File: config.mk
export PLATFORM = sky130hd
export DESIGN_NAME = ntt_seq_ctrl
export DESIGN_NICKNAME = d
export VERILOG_FILES = /design/src/rtl/ntt_seq_ctrl.sv
export SDC_FILE = /design/constraint.sdc
export NUM_CORES = 1
export LEC_CHECK = 0
export CAP_MARGIN = 10
export CORE_ASPECT_RATIO = 1.2
export CORE_MARGIN = 10
export CORE_UTILIZATION = 45
export CTS_CLUSTER_DIAMETER = 80
export CTS_CLUSTER_SIZE = 16
export DETAILED_ROUTE_END_ITERATION = 7
export PLACE_DENSITY = 0.77
export SLEW_MARGIN = 20
export SYNTH_ARGS = -nofsm -noshare
export SYNTH_HDL_FRONTEND = slang
export SYNTH_SLANG_ARGS = --single-unit
File: constraint.sdc
create_clock -name clk -period 6.73 [get_ports clk]
set_clock_uncertainty 0.15 [all_clocks]
set_input_delay 2.019 -clock clk [delete_from_list [all_inputs] [get_ports clk]]
set_output_delay 2.019 -clock clk [all_outputs]
set_load 0.05 [all_outputs]
File: src/rtl/ntt_seq_ctrl.sv
// ntt_seq_ctrl: run sequencer for an N-point Gentleman-Sande NTT.
// A run loads N coefficients, issues LOGN butterfly stages with a
// BF_LAT-cycle drain after each one, then streams the buffer out.
// Optional build macro NTT_SEQ_CTRL_BITREV_EN: the unload phase reads
// in bit-reversed address order, so the output stream comes out in
// natural order. When the macro is undefined, the buffer is read
// linearly and the output is in raw DIF (bit-reversed) order.
module ntt_seq_ctrl #(
  parameter int N      = 8,
  parameter int LOGN   = $clog2(N),
  parameter int BF_LAT = 4
) (
  input  logic            clk,
  input  logic            rst,
  input  logic            start,
  input  logic            in_valid,
  output logic            in_ready,
  output logic            wr_en,
  output logic [LOGN-1:0] wr_addr,
  output logic            bf_valid,
  output logic [LOGN-1:0] bf_addr_a,
  output logic [LOGN-1:0] bf_addr_b,
  output logic [LOGN-2:0] bf_tw_idx,
  output logic            rd_en,
  output logic [LOGN-1:0] rd_addr,
  output logic            out_valid,
  output logic            busy,
  output logic            done
);

  localparam int CW   = LOGN + 1;
  localparam int HALF = N / 2;

  typedef enum logic [2:0] {
    S_IDLE, S_LOAD, S_ISSUE, S_DRAIN, S_UNLOAD, S_DONE
  } state_t;

  state_t state, state_nx;

  // cnt is shared by the load, issue and unload phases. It has one spare
  // MSB so that the unload phase can run one extra cycle (cnt == N). That
  // extra cycle waits for the last out_valid before DONE.
  logic [CW-1:0]   cnt;
  logic [LOGN-1:0] stg;
  logic [3:0]      dcnt;

  logic last_ld, last_bf, drain_end, last_stg;
  assign last_ld   = (cnt == CW'(N - 1));
  assign last_bf   = (cnt == CW'(HALF - 1));
  assign drain_end = (dcnt == 4'(BF_LAT - 1));
  assign last_stg  = (stg == LOGN'(LOGN - 1));

  // Butterfly index math for stage stg, butterfly j.
  // addr_a keeps the low log2(span) bits of j and shifts the rest up by
  // one. This equals (j/span)*2*span + j%span. addr_b is addr_a + span.
  logic [LOGN-1:0] span, mask, jl, addr_a, addr_b;
  logic [LOGN-2:0] tw;

  // Compute operand addresses and twiddle index from the stage and j.
  always_comb begin
    span   = LOGN'(N >> (int'(stg) + 1));
    mask   = span - LOGN'(1);
    jl     = LOGN'(cnt[LOGN-2:0]);
    addr_a = ((jl & ~mask) << 1) | (jl & mask);
    addr_b = addr_a + span;
    tw     = (LOGN-1)'(jl & mask) << stg;
  end

  // Unload read index, optionally bit-reversed.
  logic [LOGN-1:0] rd_idx;
`ifdef NTT_SEQ_CTRL_BITREV_EN
  for (genvar i = 0; i < LOGN; i++) begin : g_rev
    assign rd_idx[i] = cnt[LOGN-1-i];
  end
`else
  assign rd_idx = cnt[LOGN-1:0];
`endif

  // State register. The async reset aborts any run in progress.
  always_ff @(posedge clk or posedge rst)
    if (rst) state <= S_IDLE;
    else     state <= state_nx;

  // Next-state logic and phase strobes.
  always_comb begin
    state_nx = state;
    in_ready = 1'b0;
    wr_en    = 1'b0;
    bf_valid = 1'b0;
    rd_en    = 1'b0;
    done     = 1'b0;
    busy     = 1'b1;
    case (state)
      S_IDLE: begin
        busy = 1'b0;
        if (start) state_nx = S_LOAD;
      end
      S_LOAD: begin
        in_ready = 1'b1;
        wr_en    = in_valid;
        if (in_valid && last_ld) state_nx = S_ISSUE;
      end
      S_ISSUE: begin
        bf_valid = 1'b1;
        if (last_bf) state_nx = S_DRAIN;
      end
      S_DRAIN: begin
        if (drain_end) state_nx = last_stg ? S_UNLOAD : S_ISSUE;
      end
      S_UNLOAD: begin
        rd_en = ~cnt[LOGN];
        if (cnt[LOGN]) state_nx = S_DONE;
      end
      S_DONE: begin
        done     = 1'b1;
        state_nx = S_IDLE;
      end
      default: state_nx = S_IDLE;
    endcase
  end

  // Phase counters. Each phase leaves cnt at 0 for the next phase.
  always_ff @(posedge clk or posedge rst)
    if (rst) begin
      cnt  <= '0;
      stg  <= '0;
      dcnt <= '0;
    end else begin
      case (state)
        S_LOAD:
          if (in_valid) cnt <= last_ld ? '0 : cnt + CW'(1);
        S_ISSUE: begin
          cnt  <= last_bf ? '0 : cnt + CW'(1);
          dcnt <= '0;
        end
        S_DRAIN: begin
          dcnt <= dcnt + 4'd1;
          if (drain_end) begin
            dcnt <= '0;
            if (!last_stg) stg <= stg + LOGN'(1);
          end
        end
        S_UNLOAD: cnt <= cnt + CW'(1);
        default: begin
          cnt  <= '0;
          stg  <= '0;
          dcnt <= '0;
        end
      endcase
    end

  // Hold registers. Each address output tracks its counter while its
  // strobe is high, and keeps the last issued value otherwise.
  logic [LOGN-1:0] wr_q, a_q, b_q, rd_q;
  logic [LOGN-2:0] tw_q;

  always_ff @(posedge clk or posedge rst)
    if (rst) begin
      wr_q      <= '0;
      a_q       <= '0;
      b_q       <= '0;
      tw_q      <= '0;
      rd_q      <= '0;
      out_valid <= 1'b0;
    end else begin
      if (wr_en) wr_q <= cnt[LOGN-1:0];
      if (bf_valid) begin
        a_q  <= addr_a;
        b_q  <= addr_b;
        tw_q <= tw;
      end
      if (rd_en) rd_q <= rd_idx;
      out_valid <= rd_en;
    end

  assign wr_addr   = wr_en    ? cnt[LOGN-1:0] : wr_q;
  assign bf_addr_a = bf_valid ? addr_a        : a_q;
  assign bf_addr_b = bf_valid ? addr_b        : b_q;
  assign bf_tw_idx = bf_valid ? tw            : tw_q;
  assign rd_addr   = rd_en    ? rd_idx        : rd_q;

endmodule

==> results.md <==
| Group | Quantity | Value |
|:---|:---|:---|
| logic synthesis | Mean area per synthesized cell | 10.0 um^2 |
| route | Number of routed nets with antenna violations | 0 |
| route | Total length of routed wires | 3530 um |
| setup path | Critical Path End Type | output pin |
| grt | Total track usage | 12.3% |
| sta | Count of endpoints failing hold in the final timing report | 0 |
| logic synthesis | Leading post-synthesis cells by instance count | 29 x dfrtp_1, 24 x nand2_1, 10 x o21ai_0 |
| placed design | Routability Congestion | 0.823 |
| final layout | Post-layout nets | 195 |
| clocking | Max H-tree Level | 2 |
| sta | Highest clock frequency the design can meet | 165 MHz |
| floorplan | Width of the die | 74.3 um |
| setup path | CP max FO | 5 |
| logic synthesis | Count of flip-flops with a built-in enable after synthesis | 0 |
| route | Final routed wire length divided by cell count | 16.0 um |
| placed design | Cell area after placement | 1850 um^2 |
| route | Overall via count from detail_route | 1,232 |
| floorplan | Initial core utilization | 47.3% |
| min path | Worst min path class | reg2reg |
| grt | Antenna violations before repair | 0 |
| placed design | Count of input and output buffers | 24 |
| sta | Unrepaired setup endpoints after global routing | false |
| final layout | Share of cells above drive strength 1 | 15.8% |
| floorplan | Die footprint | 6330 um^2 |
| sta | Relative slew slack | 60.3% |
| setup path | Slowest stage delay, CP | 0.71 ns |
| sta | Count of endpoints failing setup in the final report | 0 |
| grt | Maximum number of pins on one net before global-route repair | 30 |
| grt | Global route total overflow | 0 |
| setup path | Data required time of the worst path | 4.56 ns |
| clocking | Buffers inserted by post-CTS timing repair | 0 |
| floorplan | Core region area | 3370 um^2 |
| logic synthesis | Nets in the synthesized netlist | 170 |
| logic synthesis | Top cells by area, synth | dfrtp_1 46%, nand2_1 5.7%, mux2_2 4.9% |
| route | Vias per cell | 5.57 |
| route | Drt first pass iters | 4 |
| logic synthesis | Cell area after synthesis | 1590 um^2 |
| clocking | Total of cells resized after clock tree synthesis | 0 |
| sta | Final worst-path cycle share | 90.3% |
| clocking | Clock transition at the register clock pins on the worst setup and hold paths after CTS | 0.06 ns |
| sta | Aggregate negative setup slack | 0 ns |
| final layout | Area growth, synth to finish | 21.4% |
| setup path | Category of the worst setup path launch point | input port |
| placed design | Dpl cells | 214 |
| floorplan | Die Height | 85.2 um |
| logic synthesis | Top-area cell type share of the netlist area | 45.5% |
| logic synthesis | Synth Warn # | 0 |
| clocking | Root cell of the clock tree | clkbuf_8 |
| setup path | Signal arrival time at the worst endpoint | 3.91 ns |
| final layout | Antenna fix cells | 0 |
| sta | Final-report max-slew violation count | 0 |
| clocking | CTS sink count | 29 |
| floorplan | Floorplan row count | 23 |
| route | First DRT Iteration DRCs | 88 |
| job | Max Cap Viol | 0 |
| outcome | Status | completed |
| logic synthesis | Most used standard cell by instance count after synthesis | dfrtp_1 |
| clocking | TritonCTS clock tree | yes |
| clocking | Maximum number of buffers from clock root to sink | 2 |
| clocking | Insertion delay of the later-clocked pin in the worst-skew pair | 0.28 ns |
| logic synthesis | Sequential share of the synthesized area | 45.5% |
| floorplan | Ports | 25 |
| clocking | Clock buffer count from CTS | 5 |
| clocking | Hold buffer count at cts | 0 |
| sta | Worst-margin pin slew | 0.595 ns |
| route | DRC | 0 |
| sta | Final setup slack of the worst path | 0.653 ns |
| logic synthesis | Cell count after synthesis | 159 |
| final layout | Final standard cell area without fillers | 1940 um^2 |
| placed design | Worst slack, placed | 0.625 ns |
| setup path | Cell seen most often among critical-path stages | clkdlybuf4s50_1 |
| grt | Vias in the first global route | 1,287 |
| placed design | Detailed-placement wirelength estimate | 2650 um |
| logic synthesis | Synth unique cells | 50 |
| logic synthesis | Cell type contributing the most total cell area after synthesis | dfrtp_1 |
| grt | Global-route wire length before repair | 6200 um |
| logic synthesis | Most common flop cell mapped by yosys | dfrtp_1 |
| setup path | Crit path max-delay cell type | clkdlybuf4s50_1 |
| final layout | Non-filler cells, final | 221 |
| logic synthesis | Proportion of synthesized flip-flops having asynchronous set or reset | 100% |
| setup path | Critical path, cell by cell | clkdlybuf4s50_1 -> nand2b_1 -> nor2_2 -> mux2_2 -> clkdlybuf4s50_1 |
| logic synthesis | Total of flip-flops plus latches after synthesis | 29 |
| sta | Min Tclk post-route | 6.08 ns |
| setup path | Type of the worst setup path | in2out |
==> worst max-delay path, delay by kind of cell <==
kind                   cells  cell delay (ns)
buffers and inverters      2             1.19
multiplexers               1             0.39
AND/OR/NAND/NOR            2             0.30
==> per-layer routing <==
metal	up-vias	part of all wire [%]	global-route usage, %
met5	-	0	0
met2	27	49	20.0
li1	599	-	-
met3	7	7.7	5.01
met1	599	42	13.8
met4	0	1.7	4.50
==> cell type report <==
class                      instances  area (um^2)
inverter                           8         30.0
timing repair buffer              24          240
tap                               37         46.3
fill                             296         1430
sequential                        29          726
clock buffer                       7         86.3
multi-input combinational        116          807
==> metrics by stage <==
stage               util (%)  hold WS (ns)
detailed placement      54.9         0.318
CTS                     57.5         0.332
global placement        54.9         0.307
floorplan                  -         0.335
finish                  57.5         0.331
global route            57.5         0.359
==> placed cells by master (no fill, tap or decap), drive strengths merged, types with 3 or more instances in the layout <==
| cell type | count |
|---|---|
| a22o | 3 |
| clkdlybuf4s50 | 24 |
| a21oi | 8 |
| or2b | 3 |
| nor2 | 11 |
| dfrtp | 29 |
| mux2 | 8 |
| or3b | 3 |
| clkbuf | 7 |
| ha | 6 |
| inv | 7 |
| o21ai | 14 |
| nand2 | 25 |
==> cells by family after synthesis <==
logic type                 share of synthesized area (%)
AOI/OAI and AO/OA                                   17.4
xor gates and xnor gates                            2.20
adders and majority gates                           5.97
buffers and inverters                               3.85
DFF                                                 45.5
muxes                                               5.65
other                                              0.235
and+or+nand+nor                                     19.2
==> final timing paths <==
| check | cells past startpoint | start | endpoint | slack [ns] |
|---|---|---|---|---|
| max | 5 | in_valid | wr_addr[0] | 0.65 |
| min | 2 | tw_q[0] | tw_q[0] | 0.33 |
| max reg2reg | 5 | state[1] | state[0] | 4.49 |
| min reg2reg | 2 | tw_q[0] | tw_q[0] | 0.33 |
| max in group asynchronous | 2 | rst | stg[0] | 4.06 |
| min in group asynchronous | 2 | rst | b_q[0] | 1.98 |
==> flip-flops by register name, summed over array words and instances, names as in the netlist <==
signal / cells
state: 3
a_q: 3
wr_q: 3
cnt: 4
stg: 3
rd_q: 3
tw_q: 2
dcnt: 4
out_valid: 1
b_q: 3
Power is not shown: default switching activity piles up to over one toggle a cycle in this logic, so the estimate is an artifact.
==> variant, RTL diff (config.mk and constraints unchanged) <==
Change the parameter `N` from 8 to 16.
--- a/src/rtl/ntt_seq_ctrl.sv
+++ b/src/rtl/ntt_seq_ctrl.sv
@@ -8,3 +8,3 @@
 module ntt_seq_ctrl #(
-  parameter int N      = 8,
+  parameter int N      = 16,
   parameter int LOGN   = $clog2(N),
Ports: changed (5 resized); port bits go from 25 to 30. The function was not compared with the original's and may differ.
==> variant against the unedited design <==
Routed wire length up 18%. Sequential cell count up 7. Non-clock buffer count up 6. Area after synthesis up 30%. Cell area up 29%. Worst setup slack worse by 0.027 ns. Count of clock-buffer cells in the layout down 2. Critical endpoint is now bf_addr_b[3].
==> variant: results (changes against the unedited design) <==
largest fanout of any net on the critical path 6 (+1); dpl hpwl 3.12 mm (+18%); Wirelength per Cell 14.2 um (-11%); clock root buffer sky130_fd_sc_hd__clkbuf_8; data arrival time at the worst-slack endpoint 3.93 ns (+0.02 ns); Seq/Total Area, Yosys 43.5% (-2.1 points); global-route usage over all layers 11.8% (-0.45 points); post-CTS setup buffer count 0 (unchanged); number of global-route vias before repair 1569 (+22%); violation count after the first detailed-routing iteration 93 (+5.7%); iteration count of the initial detailed-routing pass 4 (unchanged); weighted congestion reported at the end of routability-driven placement 0.858 (+4.3%); clock transition at the registers of the reported paths 0.07 ns; Yosys Warn Count 0 (unchanged); top cells by count, synth sky130_fd_sc_hd__dfrtp_1, sky130_fd_sc_hd__nand2_1, sky130_fd_sc_hd__o21ai_0, sky130_fd_sc_hd__inv_1, sky130_fd_sc_hd__a21oi_1; remaining antenna violation count 0 (unchanged); maximum number of pins on one net before global-route repair 37 (+23%); clock insertion delay at the later pin of the skew report 0.29 ns; antenna violations before repair 0 (unchanged); share of flip-flops with an asynchronous set or reset 100% (unchanged); headroom to the max-slew limit 59.1% (-1.2 points); level count of the clock H-tree 2 (unchanged); leakage dissipation 1.12 nW; Largest register FFs 5; largest register by flop count cnt; post-CTS resize count 0 (unchanged); number of nets in the final layout 248 (+27%); number of vias per cell after detailed routing 5.39 (-3.4%); status finished clean; Port Buffers 29 (+21%); maximum VDD drop 0.223 mV; global-route wire length before repair 7.21 mm (+16%); Hold Path Class reg2reg; diode insertion count for antenna repair 0 (unchanged); cts bufs inserted 5 (unchanged); fraction of final layout cells sized beyond drive strength 1 13.1% (-2.6 points); count of cell types in the netlist 55 (+10%); Syn Nets 223 (+31%); top cells by area in the synthesized netlist sky130_fd_sc_hd__dfrtp_1, sky130_fd_sc_hd__mux2_2, sky130_fd_sc_hd__ha_1; buffer depth of the longest clock path 2 (unchanged)
variant: changes by cell type after synthesis, sizes merged, moves of 4 or more:
cell,before,now
clkbuf,1,5
inv,7,14
nand3,2,9
mux2i,0,4
dfrtp,29,36
variant: cell families after synthesis:
kind of cell / share of synthesized area [%]
flip-flops: 43.5
XOR/XNOR: 2.53
adder cells (fa/ha/maj): 5.79
AND/OR/NAND/NOR: 16.7
AO/OA/AOI/OAI: 16.9
multiplexers: 7.91
buffers and inverters: 6.58
other: 0.181
variant: per-layer routing:
layer  track usage, %  vias up  part of all wire (%)
li1                 -      786                     -
met1             13.6      757                    42
met2             18.7       34                    49
met3             3.61        7                   5.8
met4             7.24        0                   2.7
met5                0        -                     0
variant: worst paths after layout:
check | startpoint | slack, ns | endpoint | cells after the start
worst max-delay path | stg[2] | 0.63 | bf_addr_b[3] | 13
worst min-delay path | tw_q[0] | 0.32 | tw_q[0] | 2
worst max register to register | stg[2] | 3.64 | b_q[3] | 12
worst min register to register | tw_q[0] | 0.32 | tw_q[0] | 2
max in group asynchronous | rst | 4.14 | dcnt[1] | 3
min in group asynchronous | rst | 1.98 | b_q[3] | 3
variant: worst max-delay path: stages, from the launching register on:
cell	delay, ns
sky130_fd_sc_hd__dfrtp_1	0.47
sky130_fd_sc_hd__nor2_1	0.31
sky130_fd_sc_hd__and3_1	0.25
sky130_fd_sc_hd__inv_1	0.09
sky130_fd_sc_hd__ha_1	0.29
sky130_fd_sc_hd__nand2b_1	0.14
sky130_fd_sc_hd__a21boi_0	0.45
sky130_fd_sc_hd__inv_1	0.09
sky130_fd_sc_hd__ha_1	0.20
sky130_fd_sc_hd__a21oi_1	0.15
sky130_fd_sc_hd__xnor2_1	0.09
sky130_fd_sc_hd__xnor2_1	0.15
sky130_fd_sc_hd__o21ai_1	0.15
sky130_fd_sc_hd__clkdlybuf4s50_1	0.83
variant: cell type report:
| cell class | count | area (um^2) |
|---|---|---|
| Fill cell | 418 | 2040 |
| Multi-Input combinational cell | 147 | 1040 |
| Sequential cell | 36 | 901 |
| Timing Repair Buffer | 30 | 298 |
| Tap cell | 58 | 72.6 |
| Clock buffer | 5 | 68.8 |
| Inverter | 15 | 68.8 |
| Clock inverter | 3 | 42.5 |
variant: stage by stage:
stage / cells / utilization, % / cell area [um^2] / setup WS, ns
detailed placement: 286 / 52.5 / 2380 / 0.648
finish: 294 / 54.9 / 2490 / 0.627
CTS: 294 / 54.9 / 2490 / 0.629
global placement: 286 / 52.5 / 2380 / 0.690
global route: 294 / 54.9 / 2490 / 0.408
floorplan: 210 / - / 2070 / 1.30
variant: power breakdown:
part           internal [mW]  switching (mW)
clock network          0.110          0.0808
logic                 0.0751           0.124
registers              0.233          0.0365
total                  0.418           0.242
